--- config.mk ---
export PLATFORM = sky130hd
export DESIGN_NAME = token_decoder
export DESIGN_NICKNAME = d
export VERILOG_FILES = /design/src/rtl/token_decoder_pkg.sv /design/src/rtl/token_decoder.sv
export SDC_FILE = /design/constraint.sdc
export NUM_CORES = 1
export LEC_CHECK = 0
export BUFFER_PORTS_ARGS = -buffer_cell sky130_fd_sc_hd__buf_2
export CORE_MARGIN = 5
export CORE_UTILIZATION = 57
export DETAILED_ROUTE_END_ITERATION = 7
export GPL_TIMING_DRIVEN = 0
export HOLD_SLACK_MARGIN = 0.05
export PLACE_DENSITY = 0.9
export SKIP_CTS_REPAIR_TIMING = 1
export SLEW_MARGIN = 40
export SYNTH_ARGS = -nofsm -noshare
export SYNTH_HDL_FRONTEND = slang
export SYNTH_SLANG_ARGS = --single-unit
export TNS_END_PERCENT = 5
--- constraint.sdc ---
create_clock -name clk -period 4.5 [get_ports clk]
set_clock_uncertainty 0.05 [all_clocks]
set_input_delay 1.125 -clock clk [delete_from_list [all_inputs] [get_ports clk]]
set_output_delay 1.125 -clock clk [all_outputs]
set_load 0.05 [all_outputs]
--- src/rtl/token_decoder_pkg.sv ---
`default_nettype none
// ============================================================================
// Module  : token_decoder_pkg
// Purpose : Shared types and defaults for the token decoder. It holds the
//           FSM state enumeration and the default widths used by the decoder.
//           The decoder sizes its seek counter (skip) from DATA_WIDTH,
//           because a code is DATA_WIDTH bits wide and skip is code-1.
// Ports   : none (package)
// Revision: 1.0 - initial release
// ============================================================================
package token_decoder_pkg;

   localparam int DEFAULT_ADDR_WIDTH = 4;
   localparam int DEFAULT_DATA_WIDTH = 8;

   typedef enum logic [3:0] {
      S_IDLE      = 4'd0,
      S_RD_CODE   = 4'd1,
      S_EVAL_CODE = 4'd2,
      S_SEEK_RD   = 4'd3,
      S_SEEK_EVAL = 4'd4,
      S_COPY_RD   = 4'd5,
      S_COPY_EVAL = 4'd6,
      S_TERM      = 4'd7,
      S_DONE      = 4'd8,
      S_ERR       = 4'd9
   } state_t;

endpackage : token_decoder_pkg
`default_nettype wire

--- src/rtl/token_decoder.sv ---
`default_nettype none
// ============================================================================
// Module  : token_decoder
// Purpose : Walks a zero-terminated stream of token codes. Each code k >= 1 is
//           resolved to vocabulary entry k-1, which is a zero-terminated
//           string. The decoder copies that string's characters into the
//           output RAM. After the last code it writes one final zero
//           terminator. All three RAMs are synchronous and have a one-cycle
//           read latency.
// Ports   : clk, rst_n (sync, active-low), cs (start level)
//           code_addr/code_din    - code RAM read port
//           vocab_addr/vocab_din  - vocabulary RAM read port
//           out_we/out_addr/out_dout - output RAM write port
//           char_count            - characters written this run, terminator
//                                   excluded
//           done / err            - normal completion / abort status
// Revision: 1.0 - initial release
// ============================================================================
module token_decoder
   import token_decoder_pkg::*;
#(
   parameter int ADDR_WIDTH = DEFAULT_ADDR_WIDTH,
   parameter int DATA_WIDTH = DEFAULT_DATA_WIDTH
) (
   input  logic                  clk,
   input  logic                  rst_n,
   input  logic                  cs,
   output logic [ADDR_WIDTH-1:0] code_addr,
   input  logic [DATA_WIDTH-1:0] code_din,
   output logic [ADDR_WIDTH-1:0] vocab_addr,
   input  logic [DATA_WIDTH-1:0] vocab_din,
   output logic                  out_we,
   output logic [ADDR_WIDTH-1:0] out_addr,
   output logic [DATA_WIDTH-1:0] out_dout,
   output logic [ADDR_WIDTH-1:0] char_count,
   output logic                  done,
   output logic                  err
);

   localparam logic [ADDR_WIDTH-1:0] ADDR_MAX = '1;

   state_t                state;
   logic [DATA_WIDTH-1:0] skip;      // entries still to pass over while seeking
   logic                  at_start;  // next vocab char is the first of an entry

   // The top output slot is kept for the final terminator.
   logic out_full;
   logic vocab_end;
   assign out_full  = (out_addr == ADDR_MAX);
   assign vocab_end = (vocab_addr == ADDR_MAX);

   always_ff @(posedge clk) begin
      if (!rst_n) begin
         state      <= S_IDLE;
         code_addr  <= '0;
         vocab_addr <= '0;
         out_we     <= 1'b0;
         out_addr   <= '0;
         out_dout   <= '0;
         char_count <= '0;
         done       <= 1'b0;
         err        <= 1'b0;
         skip       <= '0;
         at_start   <= 1'b0;
      end else begin
         out_we <= 1'b0;
         case (state)
            S_IDLE: begin
               if (cs) begin
                  code_addr  <= '0;
                  out_addr   <= '0;
                  char_count <= '0;
                  done       <= 1'b0;
                  err        <= 1'b0;
                  state      <= S_RD_CODE;
               end
            end

            S_RD_CODE: state <= S_EVAL_CODE;

            S_EVAL_CODE: begin
               if (code_din == '0) begin
                  state <= S_TERM;
               end else begin
                  skip       <= code_din - 1'b1;
                  vocab_addr <= '0;
                  at_start   <= 1'b1;
                  state      <= S_SEEK_RD;
               end
            end

            S_SEEK_RD: state <= S_SEEK_EVAL;

            S_SEEK_EVAL: begin
               if (at_start && (vocab_din == '0)) begin
                  // An empty entry marks the vocab end, so the code is out of range.
                  err   <= 1'b1;
                  state <= S_ERR;
               end else if (skip == '0) begin
                  // First character of the selected entry.
                  if (out_full || vocab_end) begin
                     err   <= 1'b1;
                     state <= S_ERR;
                  end else begin
                     out_we     <= 1'b1;
                     out_dout   <= vocab_din;
                     vocab_addr <= vocab_addr + 1'b1;
                     state      <= S_COPY_RD;
                  end
               end else if (vocab_end) begin
                  err   <= 1'b1;
                  state <= S_ERR;
               end else begin
                  if (vocab_din == '0) begin
                     skip     <= skip - 1'b1;
                     at_start <= 1'b1;
                  end else begin
                     at_start <= 1'b0;
                  end
                  vocab_addr <= vocab_addr + 1'b1;
                  state      <= S_SEEK_RD;
               end
            end

            // COPY_RD always follows a character write. The address advance
            // is done here so it lines up with the write strobe.
            S_COPY_RD: begin
               out_addr   <= out_addr + 1'b1;
               char_count <= char_count + 1'b1;
               state      <= S_COPY_EVAL;
            end

            S_COPY_EVAL: begin
               if (vocab_din == '0) begin
                  // When the code RAM is exhausted, the stream ends implicitly.
                  if (code_addr == ADDR_MAX) begin
                     state <= S_TERM;
                  end else begin
                     code_addr <= code_addr + 1'b1;
                     state     <= S_RD_CODE;
                  end
               end else if (out_full || vocab_end) begin
                  err   <= 1'b1;
                  state <= S_ERR;
               end else begin
                  out_we     <= 1'b1;
                  out_dout   <= vocab_din;
                  vocab_addr <= vocab_addr + 1'b1;
                  state      <= S_COPY_RD;
               end
            end

            S_TERM: begin
               out_we   <= 1'b1;
               out_dout <= '0;
               done     <= 1'b1;
               state    <= S_DONE;
            end

            S_DONE, S_ERR: begin
               if (!cs) state <= S_IDLE;
            end

            default: state <= S_IDLE;
         endcase
      end
   end

endmodule : token_decoder
`default_nettype wire
Word-level counts from Yosys, hierarchy flattened

Cells that the tools add are included.
Widths: inputs -> output; s select.

Flip-flop bits (word level): 40
Input port bits: 19
Output and inout bits: 27
Word-level logic and storage cells: 118

Add/sub/neg operators: 6
Equality and inequality tests: 25
Muxes and demuxes: 53
Reduce and logical (&&, ||, !) cells: 23

Operator list:

| kind                | count |
|---|---|
| $mux 8              | 9 |
| $mux 4              | 16 |
| $pmux 4 s9          | 1 |
| $logic_not 8->1     | 3 |
| $pmux 4 s2          | 3 |
| $pmux 8 s3          | 1 |
| $ne 2x2->1 const B  | 11 |
| $eq 4x4->1 const B  | 5 |
| $add 4x1->4 const B | 4 |
| $eq 4x3->1 const B  | 4 |
| $pmux 8 s2          | 1 |
| $sub 8x1->8 const B | 2 |
| $mux 1              | 15 |
| $pmux 4 s3          | 1 |
| $reduce_and 4->1    | 3 |
| $reduce_and 5->1    | 2 |
| $reduce_bool 3->1   | 3 |
| $eq 4x2->1 const B  | 2 |
| $reduce_bool 2->1   | 4 |
| $mux 3              | 2 |
| $pmux 1 s3          | 2 |
| $reduce_and 2->1    | 3 |
| $reduce_and 6->1    | 1 |
| $eq 4x1->1 const B  | 1 |
| 7 further kinds     | 8 |

Logic depth before layout (Yosys ltp)

Gate-level depths: netlist (run 1).

Depth after elaboration: 6
Gate-level depth with buffers: 11
Mapped depth without buffers: 8

Least setup slack after synthesis (run 1)

No wires, ideal clock.

Path type: input-to-reg
Start point: input code_din[5]
End point: register skip[5]
Arrival: 2445 ps
Data required time: 4318 ps
Setup slack: 1873 ps
Stages: 6
Path through: nor4_1 a211oi_2 o21ba_1 buf_4 a32oi_1 a21oi_1

Longest elaborated chain between the ends: 3
Elaborated cells between the ends (all ways): 6
Classes of those cells: add/sub: 1; eq/ne: 1; mux: 2; reduce/logical: 2

RTL lines:

| item                                           | RTL line                                 | text |
|---|---|---|
| from (decl)                                    | token_decoder.sv:29                      | `input logic [DATA_WIDTH-1:0] code_din,` |
| $sub 8x1->8 or $logic_not 8->1 (tied branches) | token_decoder.sv:85, token_decoder.sv:82 |  |
| $mux 8 or $ne 2x2->1 (tied branches)           | --                                       |  |
| $pmux 8 s2 or $reduce_and 6->1 (tied branches) | --                                       |  |
| to (signal assigned)                           | token_decoder.sv:85                      | `skip <= code_din - 1'b1;` |
| to (signal assigned)                           | token_decoder.sv:115                     | `skip <= skip - 1'b1;` |
| to (decl)                                      | token_decoder.sv:43                      | `logic [DATA_WIDTH-1:0] skip;` |

Several ways; a longest one is shown, not always the timed one. The select of a mux whose other input is x is not followed.
A chain may end at the register's enable or synchronous reset.

Worst setup path after layout (run 1)

Start point: register state[2]
End point: register skip[6]

Longest elaborated chain between the ends: 3
Elaborated cells between the ends (all ways): 10
Classes of those cells: eq/ne: 7; mux: 1; reduce/logical: 2

RTL lines:

| item                                                      | RTL line            | text |
|---|---|---|
| from (decl)                                               | token_decoder.sv:42 | `state_t state;` |
| from (signal assigned)                                    | token_decoder.sv:54 | `state <= S_IDLE;` |
| from (signal assigned)                                    | token_decoder.sv:75 | `state <= S_RD_CODE;` |
| from (signal assigned)                                    | token_decoder.sv:79 | `S_RD_CODE: state <= S_EVAL_CODE;` |
| $eq 4x3->1 or $eq 4x2->1 (tied branches)                  | token_decoder.sv:67 | `case (state)` |
| $ne 2x2->1 (no line) or $reduce_bool 2->1 (tied branches) | --                  |  |
| $reduce_and 6->1 (no line)                                | --                  |  |

Several ways; a longest one is shown, not always the timed one.

==> impl_metrics.tcl, run 1 <==
set metrics [dict create \
    status "completed" \
    fp.dieArea_mm2 0.00569 \
    clock_path_buffers 2 \
    htree_levels 2 \
    critPathArrivalTime_ns 2.98 \
    drv_slew 0 \
    grt.overflow.total 0 \
    max_cap_violations 0 \
    hpwl_um 4760 \
    fillers 316 \
    synth_area_mm2 0.00244 \
    critPathKind "reg -> reg" \
    worstMarginPinSlew_ns 0.688 \
    finalSetupViolCount 0 \
    critPathMaxFanout 10 \
    cp-start-kind "flip-flop" \
    cp_data_required_time_ns 4.61 \
    initial_core_util 0.597 \
    ios 46 \
    ys_seq_area_frac 0.328 \
    slew-limit-headroom 0.537 \
    syn_area_per_cell_um2 7.80 \
    holdPathStages 2 \
    worstPathCellList "buf_4 -> or4b_1 -> buf_2 -> buf_2 -> mux2i_1 -> ha_1 -> inv_1 -> or2_2 -> o21a_1 -> o21ai_0 -> a21oi_1" \
    drtPass1Iterations 5 \
    grt_max_degree 13 \
    clk_pin_slew_ns 0.08 \
    die_y_um 75.4 \
    drtAntennaViolNets 0 \
    cpMaxStageDelayCell "or4b_1" \
    via_count 2686 \
    reg2reg_from "state[2]" \
    hold_end "err" \
    ys_seq_elements 40 \
    port_buffers 45 \
    r2r_setup_slack_ns 1.62 \
    insertion_delay_ns 0.29 \
    yosysTopAreaCell "dfxtp_1" \
    drc 0 \
    synth_common_cells "nand2_1, dfxtp_1, a21oi_1, nor2_1, nand3_1" \
    numCtsBuffers 5 \
    gp_congestion 0.915 \
    timing.hold.ws_ns 0.404 \
    antenna_found_initial 0 \
    layout.nets 389 \
    drt_wl_total_um 6730 \
    grt_pass1_wl_um 11100 \
    clockRootBuffer "clkbuf_8" \
    coreArea_mm2 0.00409 \
    num_rows 23 \
    grt.total_usage 0.247 \
    tns_ns 0 \
    p_leak_nw 1.11 \
    cts_tree "done" \
    die_w_um 75.4 \
    cts.sinks 40 \
    timing.critical_path.mode_cell "buf_2" \
    synthToLayoutAreaGrowth_pct 17.0 \
    period_share 0.639 \
    antenna_cells 0 \
    min_period_ns 2.88 \
    power_density_mw_per_mm2 305 \
    synthesis.nets 337 \
    rsz0062_at_grt "false" \
    drt_iter0_markers 327 \
    synth_top_area_frac 0.328 \
    hold_viol 0 \
    critPathMaxStageDelay_ns 0.43 \
    synth_cell_types 59 \
    via_per_inst 6.46 \
    max_clock_freq_ghz 0.348 \
    r2r.worst_path.cells 11 \
    netlist_instances 313 \
    yosys-top-cells-area "dfxtp_1, nand2_1, a21oi_1, nor2_1, mux2i_1" \
    r2r_end "skip[6]" \
    synth-async-reset-ratio 0 \
    endpoint_kind "flip-flop" \
    wl_per_cell_um 16.2 \
    drive_gt1_frac 0.202 \
    hold_class "reg -> reg" \
    ir_drop_v 0.000187 \
    synth_edf_count 0 \
    post-synth-top-count-cell "nand2_1" \
    first_global_vias 2452 \
    synth_ff_type "dfxtp_1" \
    hp-start "err" \
    ys_warn_count 0 \
]
[power breakdown]
| part | leakage (nW) | switching, mW | internal, mW |
|---|---|---|---|
| logic | 0.719 | 0.109 | 0.0585 |
| registers | 0.324 | 0.0127 | 0.365 |
| clock network | 0.0645 | 0.129 | 0.196 |
| total | 1.11 | 0.251 | 0.619 |
[placed cells by master, fill, tap and decap left out, types with 2 or more instances in the layout]
cell type / count
nand3_1: 17
o21ai_1: 5
a21oi_2: 2
nor2_1: 29
a31oi_1: 9
or3_1: 4
o21a_1: 3
clkbuf_1: 10
and2_0: 2
nor4_1: 9
ha_1: 5
inv_1: 5
a211oi_1: 3
clkbuf_8: 7
a32oi_1: 2
or2_2: 2
o21ai_0: 14
nand3b_1: 3
a211oi_2: 2
nor3_1: 8
buf_2: 48
dfxtp_1: 40
o211ai_1: 2
mux2i_1: 10
nor4_2: 2
nor2b_1: 3
or4_1: 4
o31ai_1: 5
buf_4: 3
nand2b_1: 4
xnor2_1: 2
a22oi_1: 2
xor2_1: 2
o2111ai_1: 2
a21oi_1: 29
nand2_1: 42
[flip-flops by register name, indices dropped and copies added (netlist names)]
name and cells:
at_start 1, out_dout 8, code_addr 4, state 4, out_addr 4, char_count 4, vocab_addr 4, done 1
out_we 1, skip 8, err 1
[cell families (layout without fill, tap and decap cells)]
group | after synthesis | count (layout) | share of synthesized area
xor gates and xnor gates | 4 | 4 | 0.0144
and+or+nand+nor | 139 | 139 | 0.296
DFF | 40 | 40 | 0.328
muxes | 10 | 10 | 0.0410
AOI/OAI and AO/OA | 93 | 93 | 0.254
buffers and inverters | 22 | 75 | 0.0400
adders and majority gates | 5 | 5 | 0.0256
[how the worst max path moves through the flow]
stage,slack (ns),startpoint,end
2_1_floorplan,1.87,code_din[5],skip[5]
3_3_place_gp,1.49,code_din[5],skip[5]
3_5_place_dp,1.49,code_din[5],skip[6]
4_1_cts,1.64,state[2],skip[6]
5_1_grt,1.45,state[2],skip[6]
6_report,1.62,state[2],skip[6]
[layer usage]
layer  vias up  wire [um]  global-route usage
li1       1273          -                   -
met1      1238       2770               0.317
met2       158       3250               0.397
met3        17        625              0.0739
met4         0         93              0.0835
met5         -          0                   0
[final cells by class]
class,instances,area [um2],share of cell area
buffer,17,78.8,0.0276
clock buffer,7,96.3,0.0338
clock inverter,1,30.0,0.0105
inverter,5,18.8,0.00658
multi-input combinational,251,1540,0.540
sequential,40,801,0.281
tap,50,62.6,0.0219
timing repair buffer,45,225,0.0789
[critical path: cells and delay by family (launching register included)]
family,cells,cell delay (ns)
AOI/OAI and AO/OA,3,0.40
adders and majority gates,1,0.30
buffers and inverters,4,0.72
DFF,1,0.31
muxes,1,0.21
and+or+nand+nor,2,0.76
[stage by stage]
stage / cell area (um2) / power [mW] / utilization / setup WS (ns) / cells
after floorplan: 2440 / 0.501 / - / 1.87 / 313
after global placement: 2730 / 0.543 / 0.667 / 1.49 / 408
after detailed placement: 2730 / 0.546 / 0.667 / 1.49 / 408
after CTS: 2850 / 0.865 / 0.698 / 1.64 / 416
after global routing: 2850 / 0.903 / 0.698 / 1.45 / 416
final: 2850 / 0.870 / 0.698 / 1.62 / 416
(Power assumes the default switching activity.)
==> inputs of run 2 (changes only) <==
Settings changed: ABC_AREA set to 1, CORE_UTILIZATION 57 to 50, PLACE_DENSITY 0.9 to 0.84.
Clock period 4.5 ns to 2.35 ns, I/O delays scaled along.
==> run 2 against run 1 <==
  * Total power is 98% higher
  * Largest cell class unchanged
  * Non-clock buffer count is 9 lower
  * Global-route usage is 4.2 points lower
  * Utilization is 9.3 points lower
  * Worst setup slack worse by 1.3 ns
  * Die area is 16% higher
  * Combinational power grew to 3.0 times the previous value
  * Clock power is 38% higher
  * Flip-flop and latch count stayed put
==> impl_metrics.tcl, run 2 <==
set metrics [dict create \
    status "completed" \
    endpoint_kind "flip-flop" \
    synth-async-reset-ratio 0 \
    synth_ff_type "dfxtp_1" \
    cts_tree "done" \
    critPathMaxStageDelay_ns 0.38 \
    drt_wl_total_um 6360 \
    drtAntennaViolNets 0 \
    antenna_cells 0 \
    yosys-top-cells-area "dfxtp_1, nand2_1, nand3_1, nor2_1, a21oi_1" \
    ir_drop_v 0.000342 \
    fillers 462 \
    cp-start-kind "flip-flop" \
    port_buffers 45 \
    p_leak_nw 1.43 \
    die_y_um 81.1 \
    fp.dieArea_mm2 0.00657 \
    synth_area_mm2 0.00252 \
    crit_family "simple AND/OR/NAND/NOR gates" \
    ys_warn_count 0 \
    synth_common_cells "nand2_1, nor2_1, nand3_1, dfxtp_1, inv_1" \
    dp.cells 520 \
    slew-limit-headroom 0.664 \
    gp_congestion 0.912 \
    netlist_instances 408 \
    drtPass1Iterations 5 \
    worstPathCellList "ha_1 -> nand3_1 -> nand2_1 -> o21ai_1 -> nand2_2 -> nor2_4 -> inv_2 -> nand2_1 -> a21oi_1" \
    ys_seq_area_frac 0.317 \
    clock_path_buffers 2 \
    drt_iter0_markers 182 \
    grt_max_degree 13 \
    critPathKind "reg -> reg" \
    first_global_vias 2508 \
    mostFrequentLayoutCells "nand2_1, nor2_1, buf_2, nand3_1, dfxtp_1" \
    clockRootBuffer "clkbuf_8" \
    min_period_ns 1.99 \
    cp_data_required_time_ns 2.47 \
    power_density_mw_per_mm2 590 \
    tns_ns 0 \
    hpwl_um 4820 \
    stdcell_count 527 \
    hold_viol 0 \
    layout.nets 484 \
    num_rows 25 \
    grt.overflow.total 0 \
    finalSetupViolCount 0 \
    synthesis.nets 432 \
    yosysTopAreaCell "dfxtp_1" \
    max_clock_freq_ghz 0.504 \
    period_share 0.845 \
    critPathArrivalTime_ns 2.10 \
    synth_cell_types 29 \
    via_count 2736 \
    timing.hold.ws_ns 0.417 \
    wl_per_cell_um 12.1 \
    rsz0062_at_grt "false" \
    via_per_inst 5.19 \
    ys_seq_elements 40 \
    cpMaxStageDelayCell "dfxtp_1" \
    cts.sinks 40 \
    hold_class "reg -> reg" \
    insertion_delay_ns 0.30 \
    clk_pin_slew_ns 0.08 \
    critPathBufInv 1 \
    ios 46 \
    grt_pass1_wl_um 10800 \
    initial_core_util 0.524 \
    drive_gt1_frac 0.191 \
    coreArea_mm2 0.00482 \
    mostFrequentLayoutCell "nand2_1" \
    syn_area_per_cell_um2 6.19 \
    htree_levels 2 \
    timing.critical_path.mode_cell "nand2_1" \
    max_cap_violations 0 \
    synth_top_area_frac 0.317 \
    finish.utilization 0.605 \
    synth_edf_count 0 \
    grt.total_usage 0.205 \
    numCtsBuffers 5 \
    synthToLayoutAreaGrowth_pct 15.5 \
    critPathMaxFanout 9 \
    worstMarginPinSlew_ns 0.504 \
    top_regs "out_dout x8, skip x8" \
    die_w_um 81.1 \
    post-synth-top-count-cell "nand2_1" \
    drv_slew 0 \
    antenna_found_initial 0 \
    drc 0 \
]
==> run 2: cell types whose count changed in the layout (fill, tap and decap cells not counted), sizes merged, moves of 5 or more <==
cell,change
a211oi,-5
o31ai,-5
inv,+41
mux2i,-10
clkbuf,-10
nor3,-6
nand3,+27
nand4,+6
nor4,-11
a31oi,-8
nor2,+29
or4,-5
nand2,+93
==> run 2: kinds of logic after synthesis <==
logic type / synth area share
compound gates: 0.123
xor+xnor: 0.0104
fa+ha+maj: 0.0248
buf+inv: 0.0917
flops: 0.317
simple gates: 0.433
==> run 2: routing by layer <==
metal / share of wire / up-vias / routed length [um] / GRT usage
li1: - / 1414 / - / -
met1: 0.45 / 1241 / 2850 / 0.262
met2: 0.49 / 72 / 3110 / 0.346
met3: 0.051 / 9 / 322 / 0.0377
met4: 0.012 / 0 / 74 / 0.0709
met5: 0 / - / 0 / 0
==> run 2: tightest hold or removal path, delay by kind of cell (launching register included) <==
family / cells / cell delay [ns]
compound gates: 1 / 0.05
simple gates: 1 / 0.06
flops: 1 / 0.31
==> run 2: stage by stage <==
| step | total power, mW | setup slack, ns | area [um2] |
|---|---|---|---|
| finish | 1.72 | 0.365 | 2920 |
| global route | 1.83 | 0.180 | 2920 |
| CTS | 1.73 | 0.381 | 2920 |
| detailed placement | 1.28 | 0.252 | 2830 |
| global placement | 1.27 | 0.253 | 2830 |
| floorplan | 1.16 | 0.385 | 2520 |
==> run 2: path summary, 6_finish.rpt <==
kind | from | end | slack [ns] | cells past startpoint
max | vocab_addr[0] | out_dout[0] | 0.36 | 9
min | out_dout[7] | out_dout[7] | 0.42 | 2
max reg2reg | vocab_addr[0] | out_dout[0] | 0.36 | 9
min reg2reg | out_dout[7] | out_dout[7] | 0.42 | 2
==> run 2: cell type report <==
cell class	count	area, um2	area share
Multi-Input combinational cell	314	1490	0.512
Clock inverter	2	12.5	0.00429
Inverter	46	173	0.0592
Clock buffer	5	68.8	0.0236
Timing Repair Buffer	45	225	0.0773
Tap cell	67	83.8	0.0288
Buffer	8	58.8	0.0202
Sequential cell	40	801	0.275
==> run 2: where the power goes <==
part / internal (mW) / switching (mW)
Sequential: 0.723 / 0.0391
Clock: 0.201 / 0.246
Combinational: 0.158 / 0.353
==> inputs of run 3 (changes only) <==
Settings changed: ABC_AREA 1 to 0.
Clock period 2.35 ns to 1.7 ns, I/O delays scaled along.
==> run 3 against run 2 <==
  * Sequential power grew 33%
  * Final cell count shrank 16%
  * Die area down 3.0%
  * Critical path depth is 1 higher
  * Wire length increased by 11%
  * Largest cell class unchanged
  * Register-to-register slack lost 1.1 ns
  * Non-clock buffer count up 20
  * Worst hold slack worse by 0.094 ns
  * Worst setup slack got worse by 1.1 ns
  * Maximum frequency is 18% lower
  * Final area is 5.3% higher
  * Critical endpoint is now skip[6]
  * Via count fell by 1.3%
  * Highest routed layer unchanged
  * The run now ends with setup timing left
==> impl_metrics.tcl, run 3 (synthesis results as in run 1) <==
set metrics [dict create \
    status "finished with violations" \
    violations "setup timing" \
    synthToLayoutAreaGrowth_pct 25.8 \
    preCtsSetupSlack_ns -0.839 \
    endpoint_kind "flip-flop" \
    max_clock_freq_ghz 0.412 \
    initial_core_util 0.517 \
    period_share 1.43 \
    grt_pass1_wl_um 10700 \
    hpwl_um 4670 \
    mostFrequentLayoutCell "buf_2" \
    cpMaxStageDelayCell "or4b_4" \
    coreArea_mm2 0.00472 \
    grt.overflow.total 0 \
    gp_congestion 0.968 \
    port_buffers 45 \
    critical_path_depth 10 \
    worstMarginPinSlew_ns 0.886 \
    grt_max_degree 12 \
    worstPathCellList "buf_6 -> or4b_4 -> buf_8 -> mux2i_4 -> ha_4 -> inv_4 -> or3_4 -> a21oi_2 -> o21ai_1 -> a21oi_1" \
    htree_levels 2 \
    antenna_found_initial 0 \
    critPathMaxFanout 5 \
    setup_ws_ns -0.730 \
    ir_drop_v 0.000567 \
    pwr-share-seq 0.459 \
    layout.nets 400 \
    dp.cells 425 \
    stdcell_count 443 \
    mostFrequentLayoutCells "buf_2, nand2_1, dfxtp_1, nor2_1, a21oi_1" \
    r2r.worst_path.cells 10 \
    num_rows 25 \
    cp-start-kind "flip-flop" \
    numCtsBuffers 5 \
    critPathKind "reg -> reg" \
    die_w_um 79.9 \
    cp_data_required_time_ns 1.88 \
    cts_tree "done" \
    hold_viol 0 \
    drt_iter0_markers 282 \
    clock_path_buffers 2 \
    insertion_delay_ns 0.30 \
    finalSetupViolCount 33 \
    combPwrFrac 0.226 \
    clk_pin_slew_ns 0.08 \
    critPathMaxStageDelay_ns 0.52 \
    drc 0 \
    drtAntennaViolNets 0 \
    fillers 395 \
    drt_wl_total_um 7030 \
    cts.sinks 40 \
    die_y_um 79.9 \
    rsz0062_at_grt "true" \
    via_count 2701 \
    fp.dieArea_mm2 0.00638 \
    drv_slew 0 \
    top_regs "out_dout x8, skip x8" \
    slew-limit-headroom 0.404 \
    crit_family "simple AND/OR/NAND/NOR gates" \
    critPathBufInv 3 \
    intPower_mw 1.52 \
    ios 46 \
    first_global_vias 2261 \
    hold_class "in -> reg" \
    p_sw_uw 679 \
    antenna_cells 0 \
    holdPathStages 2 \
    power_density_mw_per_mm2 716 \
    wl_per_cell_um 15.9 \
    critPathArrivalTime_ns 2.61 \
    p_leak_nw 1.16 \
    min_period_ns 2.43 \
    drtPass1Iterations 5 \
    via_per_inst 6.10 \
    grt.total_usage 0.210 \
    p_clk_frac 0.315 \
    drive_gt1_frac 0.277 \
    sw_frac_of_total 0.309 \
    max_cap_violations 0 \
    clockRootBuffer "clkbuf_8" \
]
-- run 3: cell types whose count changed in the layout (fill, tap and decap cells not counted), sizes merged, moves of 10 or more --
cell    before  now
buf         51   63
nor2        59   30
nand3       44   17
nor4         0   11
mux2i        0   10
nand2      135   42
inv         46    5
clkbuf       7   17
-- run 3: final cells by class --
type,count,area (um2),share of cell area
inverter,5,21.3,0.00693
sequential,40,805,0.262
clock buffer,7,96.3,0.0314
buffer,16,90.1,0.0294
tap,67,83.8,0.0273
multi-input combinational,251,1660,0.540
timing repair buffer,57,315,0.103
-- run 3: layer usage --
metal / track usage / vias to the layer above / part of all wire
met5: 0 / - / 0
met4: 0.0726 / 0 / 0.021
met3: 0.0598 / 15 / 0.086
met2: 0.320 / 148 / 0.46
met1: 0.283 / 1248 / 0.43
li1: - / 1290 / -
-- run 3: final timing paths --
path | from | end | slack, ns
worst min register to register | err | err | 0.40
worst min-delay path | code_din[7] | skip[7] | 0.32
worst max register to register | state[2] | skip[6] | -0.73
worst max-delay path | state[2] | skip[6] | -0.73
-- run 3: power groups by stage --
| stage | Clock (mW) | Combinational [mW] | Sequential, mW |
|---|---|---|---|
| after floorplan | 0 | 0.303 | 1.03 |
| after global placement | 0 | 0.423 | 1.02 |
| after detailed placement | 0 | 0.429 | 1.02 |
| after CTS | 0.702 | 0.432 | 1.00 |
| after global routing | 0.746 | 0.539 | 1.01 |
| final | 0.693 | 0.496 | 1.01 |
-- run 3: through the flow --
step | total power [mW] | setup TNS [ns] | hold slack (ns) | area [um2] | utilization
floorplan | 1.33 | -6.96 | 0.429 | 2470 | -
global placement | 1.44 | -14.40 | 0.388 | 2780 | 0.588
detailed placement | 1.45 | -14.68 | 0.394 | 2780 | 0.588
CTS | 2.13 | -10.33 | 0.322 | 2870 | 0.608
global route | 2.30 | -12.88 | 0.327 | 3070 | 0.650
finish | 2.20 | -9.41 | 0.323 | 3070 | 0.650
